<file path="config.mk">
export PLATFORM = sky130hd
export DESIGN_NAME = instruction_decode_stage_flat
export DESIGN_NICKNAME = d
export VERILOG_FILES = /design/src/rtl/instruction_decode_stage_if.sv /design/src/rtl/instruction_decode_stage.sv /design/src/flat_wrapper.sv
export SDC_FILE = /design/constraint.sdc
export NUM_CORES = 1
export LEC_CHECK = 0
export BUFFER_PORTS_ARGS = -buffer_cell sky130_fd_sc_hd__buf_2
export CAP_MARGIN = 20
export CORE_ASPECT_RATIO = 0.6
export CORE_MARGIN = 1.5
export CORE_UTILIZATION = 48
export CTS_CLUSTER_DIAMETER = 40
export DETAILED_ROUTE_END_ITERATION = 16
export PLACE_DENSITY = 0.85
export SYNTH_ARGS = -nofsm -noshare
export SYNTH_HDL_FRONTEND = slang
export SYNTH_SLANG_ARGS = --single-unit
export TNS_END_PERCENT = 10
</file>
<file path="constraint.sdc">
create_clock -name clk -period 3.2 [get_ports clk]
set_input_delay 0.64 -clock clk [delete_from_list [all_inputs] [get_ports clk]]
set_output_delay 0.64 -clock clk [all_outputs]
set_load 0.005 [all_outputs]
</file>
<file path="src/rtl/instruction_decode_stage_if.sv">
// Fetch -> decode -> execute handshake bundle for instruction_decode_stage.
//   in_valid/in_ready/in_instr/in_pc : instruction offered by fetch
//   out_valid/out_ready/out_*        : registered control bundle towards execute
// Modports: slave = decode stage side, master = fetch/execute (environment) side.
interface instruction_decode_stage_if #(
  parameter int unsigned XLEN = 32,
  parameter int unsigned PC_W = 32
);
  logic            in_valid;
  logic            in_ready;
  logic [31:0]     in_instr;
  logic [PC_W-1:0] in_pc;

  logic            out_valid;
  logic            out_ready;
  logic [PC_W-1:0] out_pc;
  logic [4:0]      out_rs;
  logic [4:0]      out_rt;
  logic [4:0]      out_wdest;
  logic            out_reg_we;
  logic            out_mem_re;
  logic            out_mem_we;
  logic            out_alu_src_imm;
  logic [1:0]      out_alu_op;
  logic [XLEN-1:0] out_imm_ext;
  logic            out_beq;
  logic            out_bne;
  logic            out_jump;
  logic            out_jump_reg;
  logic            out_link;
  logic [25:0]     out_jtarget;
  logic            out_illegal;

  modport slave (
    input  in_valid, in_instr, in_pc, out_ready,
    output in_ready, out_valid, out_pc, out_rs, out_rt, out_wdest, out_reg_we, out_mem_re,
           out_mem_we, out_alu_src_imm, out_alu_op, out_imm_ext, out_beq, out_bne, out_jump,
           out_jump_reg, out_link, out_jtarget, out_illegal
  );

  modport master (
    output in_valid, in_instr, in_pc, out_ready,
    input  in_ready, out_valid, out_pc, out_rs, out_rt, out_wdest, out_reg_we, out_mem_re,
           out_mem_we, out_alu_src_imm, out_alu_op, out_imm_ext, out_beq, out_bne, out_jump,
           out_jump_reg, out_link, out_jtarget, out_illegal
  );
endinterface

</file>
<file path="src/rtl/instruction_decode_stage.sv">
// Pipelined MIPS-subset instruction decoder with a one-entry output register.
// Ports:
//   clk     : rising-edge clock
//   reset_n : asynchronous active-low reset (clears bundle, valid, interlock state)
//   flush   : synchronous kill of the held bundle; blocks capture in the same cycle
//   bus     : instruction_decode_stage_if.slave (fetch valid/ready in, control bundle out)
// Optional feature: define DECODE_LOAD_USE_INTERLOCK_EN to stall consumers of a LW result
// for LOAD_USE_BUBBLES cycles; otherwise hazards are left to downstream logic.
module instruction_decode_stage #(
  parameter int unsigned XLEN             = 32,
  parameter int unsigned PC_W             = 32,
  parameter int unsigned LOAD_USE_BUBBLES = 1
) (
  input  logic                     clk,
  input  logic                     reset_n,
  input  logic                     flush,
  instruction_decode_stage_if.slave bus
);

  if (XLEN < 16 || LOAD_USE_BUBBLES < 1 || LOAD_USE_BUBBLES > 3) begin : g_bad_params
    $error("instruction_decode_stage: XLEN must be >= 16 and LOAD_USE_BUBBLES in 1..3");
  end

  localparam logic [5:0] OpRtype = 6'h00;
  localparam logic [5:0] OpJ     = 6'h02;
  localparam logic [5:0] OpJal   = 6'h03;
  localparam logic [5:0] OpBeq   = 6'h04;
  localparam logic [5:0] OpBne   = 6'h05;
  localparam logic [5:0] OpAddi  = 6'h08;
  localparam logic [5:0] OpXori  = 6'h0E;
  localparam logic [5:0] OpLw    = 6'h23;
  localparam logic [5:0] OpSw    = 6'h2B;

  localparam logic [5:0] FnJr  = 6'h08;
  localparam logic [5:0] FnAdd = 6'h20;
  localparam logic [5:0] FnSub = 6'h22;
  localparam logic [5:0] FnSlt = 6'h2A;

  typedef enum logic [1:0] {AluAdd, AluSub, AluSlt, AluXor} alu_op_e;

  typedef struct packed {
    logic [PC_W-1:0] pc;
    logic [4:0]      rs;
    logic [4:0]      rt;
    logic [4:0]      wdest;
    logic            reg_we;
    logic            mem_re;
    logic            mem_we;
    logic            alu_src_imm;
    alu_op_e         alu_op;
    logic [XLEN-1:0] imm_ext;
    logic            beq;
    logic            bne;
    logic            jump;
    logic            jump_reg;
    logic            link;
    logic [25:0]     jtarget;
    logic            illegal;
  } bundle_t;

  bundle_t    bundle_q, bundle_d, dec;
  logic       valid_q, valid_d;
  logic       hazard;
  logic       in_ready;
  logic       fire;
  logic       capture;
  logic [5:0] op;
  logic [5:0] funct;
  logic [4:0] in_rs;
  logic [4:0] in_rt;

  assign op    = bus.in_instr[31:26];
  assign funct = bus.in_instr[5:0];
  assign in_rs = bus.in_instr[25:21];
  assign in_rt = bus.in_instr[20:16];

  // Combinational decode of the offered instruction.
  always_comb begin
    dec         = '0;
    dec.pc      = bus.in_pc;
    dec.rs      = in_rs;
    dec.rt      = in_rt;
    dec.wdest   = in_rt;
    dec.imm_ext = XLEN'($signed(bus.in_instr[15:0]));
    dec.jtarget = bus.in_instr[25:0];
    dec.alu_op  = AluAdd;
    case (op)
      OpRtype: begin
        dec.wdest = bus.in_instr[15:11];
        case (funct)
          FnAdd:   dec.reg_we = 1'b1;
          FnSub: begin
            dec.reg_we = 1'b1;
            dec.alu_op = AluSub;
          end
          FnSlt: begin
            dec.reg_we = 1'b1;
            dec.alu_op = AluSlt;
          end
          FnJr:    dec.jump_reg = 1'b1;
          default: dec.illegal  = 1'b1;
        endcase
      end
      OpLw: begin
        dec.reg_we      = 1'b1;
        dec.mem_re      = 1'b1;
        dec.alu_src_imm = 1'b1;
      end
      OpSw: begin
        dec.mem_we      = 1'b1;
        dec.alu_src_imm = 1'b1;
      end
      OpBeq: begin
        dec.beq    = 1'b1;
        dec.alu_op = AluSub;
      end
      OpBne: begin
        dec.bne    = 1'b1;
        dec.alu_op = AluSub;
      end
      OpAddi: begin
        dec.reg_we      = 1'b1;
        dec.alu_src_imm = 1'b1;
      end
      OpXori: begin
        dec.reg_we      = 1'b1;
        dec.alu_src_imm = 1'b1;
        dec.alu_op      = AluXor;
        dec.imm_ext     = XLEN'(bus.in_instr[15:0]);
      end
      OpJ:     dec.jump = 1'b1;
      OpJal: begin
        dec.jump   = 1'b1;
        dec.link   = 1'b1;
        dec.reg_we = 1'b1;
        dec.wdest  = 5'd31;
      end
      default: dec.illegal = 1'b1;
    endcase
  end

  assign fire     = valid_q & bus.out_ready;
  assign in_ready = reset_n & ~flush & (~valid_q | bus.out_ready) & ~hazard;
  assign capture  = bus.in_valid & in_ready;

`ifdef DECODE_LOAD_USE_INTERLOCK_EN
  logic [1:0] bub_cnt_q, bub_cnt_d;
  logic [4:0] bub_dest_q, bub_dest_d;
  logic       reads_rs, reads_rt;
  logic       hazard_held, hazard_cnt;

  assign reads_rs = (op != OpJ) && (op != OpJal);
  assign reads_rt = (op == OpRtype) || (op == OpSw) || (op == OpBeq) || (op == OpBne);

  // Held LW still in the output register: its consumer must not enter yet.
  assign hazard_held = valid_q & bundle_q.mem_re & (bundle_q.wdest != 5'd0) &
                       ((reads_rs & (in_rs == bundle_q.wdest)) |
                        (reads_rt & (in_rt == bundle_q.wdest)));
  // LW already handed over: keep blocking its consumers for the remaining bubbles.
  assign hazard_cnt  = (bub_cnt_q != 2'd0) &
                       ((reads_rs & (in_rs == bub_dest_q)) |
                        (reads_rt & (in_rt == bub_dest_q)));
  assign hazard      = hazard_held | hazard_cnt;

  always_comb begin
    bub_cnt_d  = bub_cnt_q;
    bub_dest_d = bub_dest_q;
    if (flush) begin
      bub_cnt_d  = 2'd0;
      bub_dest_d = 5'd0;
    end else if (fire && bundle_q.mem_re && (bundle_q.wdest != 5'd0)) begin
      bub_cnt_d  = 2'(LOAD_USE_BUBBLES - 1);
      bub_dest_d = bundle_q.wdest;
    end else if (bub_cnt_q != 2'd0) begin
      bub_cnt_d  = bub_cnt_q - 2'd1;
    end
  end

  always_ff @(posedge clk or negedge reset_n) begin
    if (!reset_n) begin
      bub_cnt_q  <= 2'd0;
      bub_dest_q <= 5'd0;
    end else begin
      bub_cnt_q  <= bub_cnt_d;
      bub_dest_q <= bub_dest_d;
    end
  end
`else
  assign hazard = 1'b0;
`endif

  // Flush beats capture and fire; capture on a firing slot keeps valid high.
  always_comb begin
    valid_d  = valid_q;
    bundle_d = bundle_q;
    if (flush) begin
      valid_d = 1'b0;
    end else if (capture) begin
      valid_d  = 1'b1;
      bundle_d = dec;
    end else if (fire) begin
      valid_d = 1'b0;
    end
  end

  always_ff @(posedge clk or negedge reset_n) begin
    if (!reset_n) begin
      valid_q  <= 1'b0;
      bundle_q <= '0;
    end else begin
      valid_q  <= valid_d;
      bundle_q <= bundle_d;
    end
  end

  assign bus.in_ready        = in_ready;
  assign bus.out_valid       = valid_q;
  assign bus.out_pc          = bundle_q.pc;
  assign bus.out_rs          = bundle_q.rs;
  assign bus.out_rt          = bundle_q.rt;
  assign bus.out_wdest       = bundle_q.wdest;
  assign bus.out_reg_we      = bundle_q.reg_we;
  assign bus.out_mem_re      = bundle_q.mem_re;
  assign bus.out_mem_we      = bundle_q.mem_we;
  assign bus.out_alu_src_imm = bundle_q.alu_src_imm;
  assign bus.out_alu_op      = bundle_q.alu_op;
  assign bus.out_imm_ext     = bundle_q.imm_ext;
  assign bus.out_beq         = bundle_q.beq;
  assign bus.out_bne         = bundle_q.bne;
  assign bus.out_jump        = bundle_q.jump;
  assign bus.out_jump_reg    = bundle_q.jump_reg;
  assign bus.out_link        = bundle_q.link;
  assign bus.out_jtarget     = bundle_q.jtarget;
  assign bus.out_illegal     = bundle_q.illegal;

endmodule

</file>
<file path="src/flat_wrapper.sv">
// flat-port wrapper written by rule: the top's interface ports become plain ports
module instruction_decode_stage_flat 
#(
  parameter int unsigned XLEN             = 32,
  parameter int unsigned PC_W             = 32,
  parameter int unsigned LOAD_USE_BUBBLES = 1
)
  (clk, reset_n, flush, bus_in_valid, bus_in_instr, bus_in_pc, bus_out_ready, bus_in_ready, bus_out_valid, bus_out_pc, bus_out_rs, bus_out_rt, bus_out_wdest, bus_out_reg_we, bus_out_mem_re, bus_out_mem_we, bus_out_alu_src_imm, bus_out_alu_op, bus_out_imm_ext, bus_out_beq, bus_out_bne, bus_out_jump, bus_out_jump_reg, bus_out_link, bus_out_jtarget, bus_out_illegal);
  instruction_decode_stage_if #(.XLEN(XLEN), .PC_W(PC_W)) bus_i ();
  input  logic clk;
  input  logic reset_n;
  input  logic flush;
  input wire logic [$bits(bus_i.in_valid)-1:0] bus_in_valid;
  input wire logic [$bits(bus_i.in_instr)-1:0] bus_in_instr;
  input wire logic [$bits(bus_i.in_pc)-1:0] bus_in_pc;
  input wire logic [$bits(bus_i.out_ready)-1:0] bus_out_ready;
  output wire logic [$bits(bus_i.in_ready)-1:0] bus_in_ready;
  output wire logic [$bits(bus_i.out_valid)-1:0] bus_out_valid;
  output wire logic [$bits(bus_i.out_pc)-1:0] bus_out_pc;
  output wire logic [$bits(bus_i.out_rs)-1:0] bus_out_rs;
  output wire logic [$bits(bus_i.out_rt)-1:0] bus_out_rt;
  output wire logic [$bits(bus_i.out_wdest)-1:0] bus_out_wdest;
  output wire logic [$bits(bus_i.out_reg_we)-1:0] bus_out_reg_we;
  output wire logic [$bits(bus_i.out_mem_re)-1:0] bus_out_mem_re;
  output wire logic [$bits(bus_i.out_mem_we)-1:0] bus_out_mem_we;
  output wire logic [$bits(bus_i.out_alu_src_imm)-1:0] bus_out_alu_src_imm;
  output wire logic [$bits(bus_i.out_alu_op)-1:0] bus_out_alu_op;
  output wire logic [$bits(bus_i.out_imm_ext)-1:0] bus_out_imm_ext;
  output wire logic [$bits(bus_i.out_beq)-1:0] bus_out_beq;
  output wire logic [$bits(bus_i.out_bne)-1:0] bus_out_bne;
  output wire logic [$bits(bus_i.out_jump)-1:0] bus_out_jump;
  output wire logic [$bits(bus_i.out_jump_reg)-1:0] bus_out_jump_reg;
  output wire logic [$bits(bus_i.out_link)-1:0] bus_out_link;
  output wire logic [$bits(bus_i.out_jtarget)-1:0] bus_out_jtarget;
  output wire logic [$bits(bus_i.out_illegal)-1:0] bus_out_illegal;
  assign bus_i.in_valid = bus_in_valid;
  assign bus_i.in_instr = bus_in_instr;
  assign bus_i.in_pc = bus_in_pc;
  assign bus_i.out_ready = bus_out_ready;
  assign bus_in_ready = bus_i.in_ready;
  assign bus_out_valid = bus_i.out_valid;
  assign bus_out_pc = bus_i.out_pc;
  assign bus_out_rs = bus_i.out_rs;
  assign bus_out_rt = bus_i.out_rt;
  assign bus_out_wdest = bus_i.out_wdest;
  assign bus_out_reg_we = bus_i.out_reg_we;
  assign bus_out_mem_re = bus_i.out_mem_re;
  assign bus_out_mem_we = bus_i.out_mem_we;
  assign bus_out_alu_src_imm = bus_i.out_alu_src_imm;
  assign bus_out_alu_op = bus_i.out_alu_op;
  assign bus_out_imm_ext = bus_i.out_imm_ext;
  assign bus_out_beq = bus_i.out_beq;
  assign bus_out_bne = bus_i.out_bne;
  assign bus_out_jump = bus_i.out_jump;
  assign bus_out_jump_reg = bus_i.out_jump_reg;
  assign bus_out_link = bus_i.out_link;
  assign bus_out_jtarget = bus_i.out_jtarget;
  assign bus_out_illegal = bus_i.out_illegal;
  instruction_decode_stage #(.XLEN(XLEN), .PC_W(PC_W), .LOAD_USE_BUBBLES(LOAD_USE_BUBBLES)) u_core (.clk(clk), .reset_n(reset_n), .flush(flush), .bus(bus_i));
endmodule
</file>
==> results of run 1 <==
[metrics by stage]
stage | hold WS (ns) | instance area (µm²)
CTS | 0.259 | 4420
floorplan | 0.344 | 3470
finish | 0.249 | 4420
global placement | 0.452 | 4150
detailed placement | 0.459 | 4150
global route | 0.267 | 4420
[power breakdown]
group	switching [mW]	internal, mW	leakage, nW
Clock	0.374	0.523	0.132
Sequential	0.0983	1.13	0.956
Combinational	0.271	0.260	1.49
Total	0.744	1.91	2.58
[final timing paths]
kind | from | cells after the start | slack [ns] | to
max | reset_n | 3 | 1.26 | bus_in_ready
min | reset_n | 1 | 0.25 | u_core.bus.out_valid
max reg2reg | u_core.bus.out_valid | 5 | 1.61 | u_core.bus.out_alu_op[0]
min reg2reg | u_core.bus.out_bne | 2 | 0.47 | u_core.bus.out_bne
max in group asynchronous | reset_n | 2 | 2.01 | u_core.bus.out_jtarget[1]
min in group clk | u_core.bus.out_bne | 2 | 0.47 | u_core.bus.out_bne
[kinds of logic (layout without fill, tap and decap cells)]
| family | count (synthesis) | count (layout) | share of synthesized area |
|---|---|---|---|
| simple gates | 219 | 219 | 0.258 |
| flops | 77 | 77 | 0.555 |
| buf+inv | 63 | 211 | 0.120 |
| compound gates | 23 | 23 | 0.0469 |
| mux | 5 | 5 | 0.0144 |
| xor+xnor | 2 | 2 | 0.00505 |
[cells in the mapped netlist]
| cell type | n |
|---|---|
| o2bb2ai_1 | 1 |
| nor2b_1 | 1 |
| o21ai_0 | 2 |
| a21oi_1 | 7 |
| dfrtp_1 | 77 |
| o31ai_2 | 1 |
| nor2_1 | 15 |
| o41ai_1 | 1 |
| nand2b_1 | 2 |
| nor3b_2 | 1 |
| buf_2 | 16 |
| buf_4 | 43 |
| and4b_1 | 1 |
| a22o_1 | 3 |
| and2b_2 | 1 |
| a32oi_1 | 1 |
| a31oi_1 | 3 |
| or3_4 | 1 |
| nand2_1 | 183 |
| nor3_1 | 2 |
| nand4_1 | 2 |
| xnor2_1 | 1 |
| nand3_1 | 2 |
| and3_1 | 4 |
| nand4b_1 | 1 |
| o31ai_1 | 1 |
| and3b_1 | 2 |
| nand3b_1 | 1 |
| a32o_1 | 1 |
| xor2_1 | 1 |
| o21bai_1 | 1 |
| a41oi_1 | 1 |
| clkbuf_1 | 1 |
| mux2i_1 | 5 |
| inv_1 | 3 |
[cell type report]
class | count | area, µm² | share of cell area
sequential | 77 | 1930 | 0.436
multi-input combinational | 249 | 1130 | 0.255
timing repair buffer | 192 | 976 | 0.221
clock buffer | 10 | 229 | 0.0518
tap | 87 | 109 | 0.0246
clock inverter | 6 | 40.0 | 0.00906
inverter | 3 | 11.3 | 0.00255
[per-layer routing]
layer / vias to the layer above / part of all wire
li1: 1467 / -
met5: - / 0
met3: 4 / 0.064
met4: 0 / 0.0040
met2: 111 / 0.48
met1: 1401 / 0.45
[worst reg2reg max path, cell delays in order (launching register included)]
cell and delay [ns]:
dfrtp_1 0.38, nand2b_1 0.15, nand4b_1 0.14, buf_4 0.29
a41oi_1 0.36, a31oi_1 0.14
==> impl_metrics.yaml, run 1 <==
synth:
  synthCells: 389
  ys_ff_latch: 77
  synthesis.area_um2: 3470
  syn_nets: 458
  synthTopCellsByArea: "dfrtp_1, nand2_1, buf_4"
  yosysWarnings: 0
  ys_seq_area_frac: 0.555
  synth_top_cell_area_share: 0.555
  syn_avg_cell_area_um2: 8.92
  synth_top_area_cell: "dfrtp_1"
  yosysUniqueCellTypes: 35
global_route:
  grt.overflow.total: 0
  grt_pass1_wl_mm: 13.1
  grt_usage: 0.220
  met1_usage: 0.301
  busiest_layer: "met2"
  grt_max_degree: 49
  use_met3: 0.0542
  gr-usage-met2: 0.361
  antenna_found_initial: 0
  grt_pass1_vias: 2694
pwr:
  power.density_nw_per_um2: 600
  total_power_mw: 2.65
  p_leak_nw: 2.58
  vdd_drop_max_mv: 0.321
timing:
  finClkSkew_ns: 0.00650
  tns_ns: 0
  hold_viol: 0
  period_needed_ns: 1.94
  worstMarginPinSlew_ns: 0.591
  slew_headroom: 0.606
  setup_slack_ns: 1.26
  period_share: 0.607
  max_freq_mhz: 515
  rsz0062_at_grt: "no"
  setup_viol: 0
  drv_slew: 0
place:
  place.gp.congestion: 0.891
  portBuffers: 187
  post-dp-hpwl_mm: 6.42
  place_ws_ns: 1.07
  placed_cells_incl_taps: 608
flow_run:
  drv_cap: 0
cts:
  cts_max_level: 3
  post_cts_resized: 0
  cts_tree: "built"
  clk_pin_slew_ns: 0.06
  worstSkewPairLatency_ns: 0.32
  root_buffer: "clkbuf_16"
  cts_buffers: 9
  cts_setup_buffers: 0
  cts.sinks: 77
  cts_hold_buf: 0
  clockBufferDepth: 2
floorplanning:
  start_util: 0.509
  die_h_um: 68.9
  die_w_um: 113
  row_count: 23
  design.core.area_um2: 6820
  pin_count: 188
  die_area_um2: 7770
worst_hold_path:
  hold_path.class: "input pin to asynchronous set/reset pin"
layout:
  largest_register_ffs: 32
  layout_common_cells: "buf_2, nand2_1, dfrtp_1"
  instances_no_fill: 624
  final_nets: 601
  antennaDiodeCount: 0
  final_common_cell: "buf_2"
  fillers: 582
  syn_to_final_growth_pct: 27.3
  final_util: 0.648
  drive_above_1_share: 0.395
drt:
  routed_wl_mm: 8.51
  viasPerCell: 4.78
  drt-wirelength-per-cell_um: 13.6
  vias: 2983
  ant_nets: 0
  drtPass1Iterations: 4
  first_iter_violations: 135
  drc: 0
critical_path:
  cp_max_fo: 33
  cp-end-kind: "primary output"
  crit_family: "buffers and inverters"
  critPathMaxStageDelay_ns: 0.34
  cp-start-kind: "input pin"
  worst-path-buf-inv: 2
  worstPathRequired_ns: 2.56
  critical_path_class: "input pin to primary output"
  cpMaxStageDelayCell: "buf_4"
  path_cells: "buf_4, and3b_1, buf_2"
  cp.arrival_ns: 1.30
outcome:
  status: "completed"
Power figures use the tool's default switching activity.
==> run 2, diff against run 1 <==
- ABC_AREA: default -> 1
- CORE_UTILIZATION: 48 -> 45
- PLACE_DENSITY: 0.85 -> 0.8
- clock period: 3.2 -> 1.9 ns (I/O delays scaled with it)
==> run 2 against run 1 <==
  * Die area rose by 8.4%
  * First-iteration DRC count is 26% higher
  * Worst setup slack lost 0.82 ns
  * Utilization decreased by 2.8 points
  * Final area up 4.4%
  * Non-clock buffer count grew 2
  * Sequential share of layout area fell by 1.8 points
  * Clock power rose by 120%
  * Via count rose by 7.3%
  * Critical path type is now register to primary output
==> impl_metrics.yaml, run 2 <==
place:
  placed_cells_incl_taps: 668
  post-dp-hpwl_mm: 6.60
  portBuffers: 187
  place_ws_ns: 0.301
  place.gp.congestion: 0.830
layout:
  drive_above_1_share: 0.383
  final_common_cell: "nand2_1"
  largest_register_ffs: 32
  layout_common_cells: "nand2_1, buf_2, dfrtp_1"
  multi_input_area_um2: 1120
  fillers: 664
  final_nets: 644
  instances_no_fill: 684
  antennaDiodeCount: 0
  syn_to_final_growth_pct: 30.4
  seq_area_um2: 1930
drt:
  vias: 3201
  ant_nets: 0
  drc: 0
  drt-wirelength-per-cell_um: 13.1
  viasPerCell: 4.68
  drtPass1Iterations: 5
  first_iter_violations: 170
  routed_wl_mm: 8.98
synth:
  synthesis.area_um2: 3540
  ys_async_sr_fraction: 1.00
  yosysWarnings: 0
  synthCells: 426
  synth_flop_cell: "dfrtp_1"
  ys_seq_area_frac: 0.545
  synth.most_common_cell: "nand2_1"
  netlist_top_cells_count: "nand2_1, dfrtp_1, buf_4"
  synth_top_cell_area_share: 0.545
  syn_nets: 495
  yosysUniqueCellTypes: 22
  syn_avg_cell_area_um2: 8.31
  synth_edf_count: 0
  synthTopCellsByArea: "dfrtp_1, nand2_1, buf_4"
  ys_ff_latch: 77
  synth_top_area_cell: "dfrtp_1"
critical_path:
  critical_path_class: "register to primary output"
  r2r_start: "u_core.bus.out_valid"
  cp-start-kind: "register"
  cp_max_fo: 3
  cp-end-kind: "primary output"
  cp.arrival_ns: 1.08
  startpoint: "u_core.bus.out_valid"
  worstPathRequired_ns: 1.52
timing:
  finClkSkew_ns: 0.00295
  tns_ns: 0
  max_freq_mhz: 684
  drv_slew: 0
  hold_slack_ns: 0.236
  setup_viol: 0
  hold_viol: 0
  period_needed_ns: 1.46
  worstMarginPinSlew_ns: 0.972
  slew_headroom: 0.352
  period_share: 0.770
  rsz0062_at_grt: "no"
  setup_slack_ns: 0.438
floorplanning:
  die_w_um: 117
  row_count: 24
  pin_count: 188
  die_area_um2: 8420
  design.core.area_um2: 7450
  die_h_um: 71.7
  start_util: 0.475
global_route:
  grt_usage: 0.219
  antenna_found_initial: 0
  grt.overflow.total: 0
  grt_pass1_vias: 2950
  grt_max_degree: 78
  grt_pass1_wl_mm: 14.3
cts:
  clockBufferDepth: 2
  post_cts_resized: 0
  cts.sinks: 77
  cts_max_level: 3
  cts_hold_buf: 0
  cts_buffers: 9
  root_buffer: "clkbuf_16"
  cts_tree: "built"
  cts_setup_buffers: 0
  clk_pin_slew_ns: 0.06
  worstSkewPairLatency_ns: 0.33
pwr:
  total_power_mw: 4.97
  p_leak_nw: 2.78
  vdd_drop_max_mv: 0.572
  power.density_nw_per_um2: 1080
outcome:
  status: "completed"
flow_run:
  drv_cap: 0
worst_hold_path:
  min_from: "bus_in_pc[23]"
  hold_path.class: "input pin to register"
run 2: final timing paths:
check	slack, ns	endpoint	cells past startpoint
min reg2reg	0.48	u_core.bus.out_pc[3]	2
max reg2reg	0.50	u_core.bus.out_pc[2]	6
max	0.44	bus_in_ready	4
min	0.24	u_core.bus.out_pc[23]	3
max in group asynchronous	0.96	u_core.bus.out_jtarget[1]	2
min in group asynchronous	0.30	u_core.bus.out_pc[22]	2
run 2: cell families after synthesis:
group	count (synthesis)	synth area share
buffers and inverters	82	0.139
AO/OA/AOI/OAI	31	0.0449
AND/OR/NAND/NOR	236	0.271
flip-flops	77	0.545
run 2: layout make-up:
| class | count | area share |
|---|---|---|
| repair buffers | 194 | 0.215 |
| multi-input cells | 267 | 0.242 |
| clock buffers | 10 | 0.0518 |
| flip-flops and latches | 77 | 0.418 |
| inverters | 26 | 0.0212 |
| clock inverters | 6 | 0.0239 |
| well taps | 104 | 0.0282 |
run 2: worst max-delay path, stage by stage, from the launching register on:
cell and delay, ns:
dfrtp_1 0.39, nand2_1 0.15, nand2_1 0.07, inv_1 0.05
buf_2 0.10
run 2: power breakdown:
part | internal (mW) | switching (mW) | total, mW
sequential | 1.90 | 0.168 | 2.06
clock | 1.32 | 0.672 | 1.99
combinational | 0.454 | 0.465 | 0.920
total | 3.67 | 1.31 | 4.97
run 2: metrics by stage:
step | area, µm² | utilization
after CTS | 4610 | 0.619
after detailed placement | 4260 | 0.573
after global routing | 4610 | 0.619
after floorplan | 3540 | -
final | 4610 | 0.619
after global placement | 4260 | 0.573
run 2: per-layer routing:
metal,track usage,vias up,share of wire
li1,-,1560,-
met1,0.288,1477,0.45
met2,0.352,157,0.46
met3,0.0645,7,0.076
met4,0.0786,0,0.012
met5,0,-,0
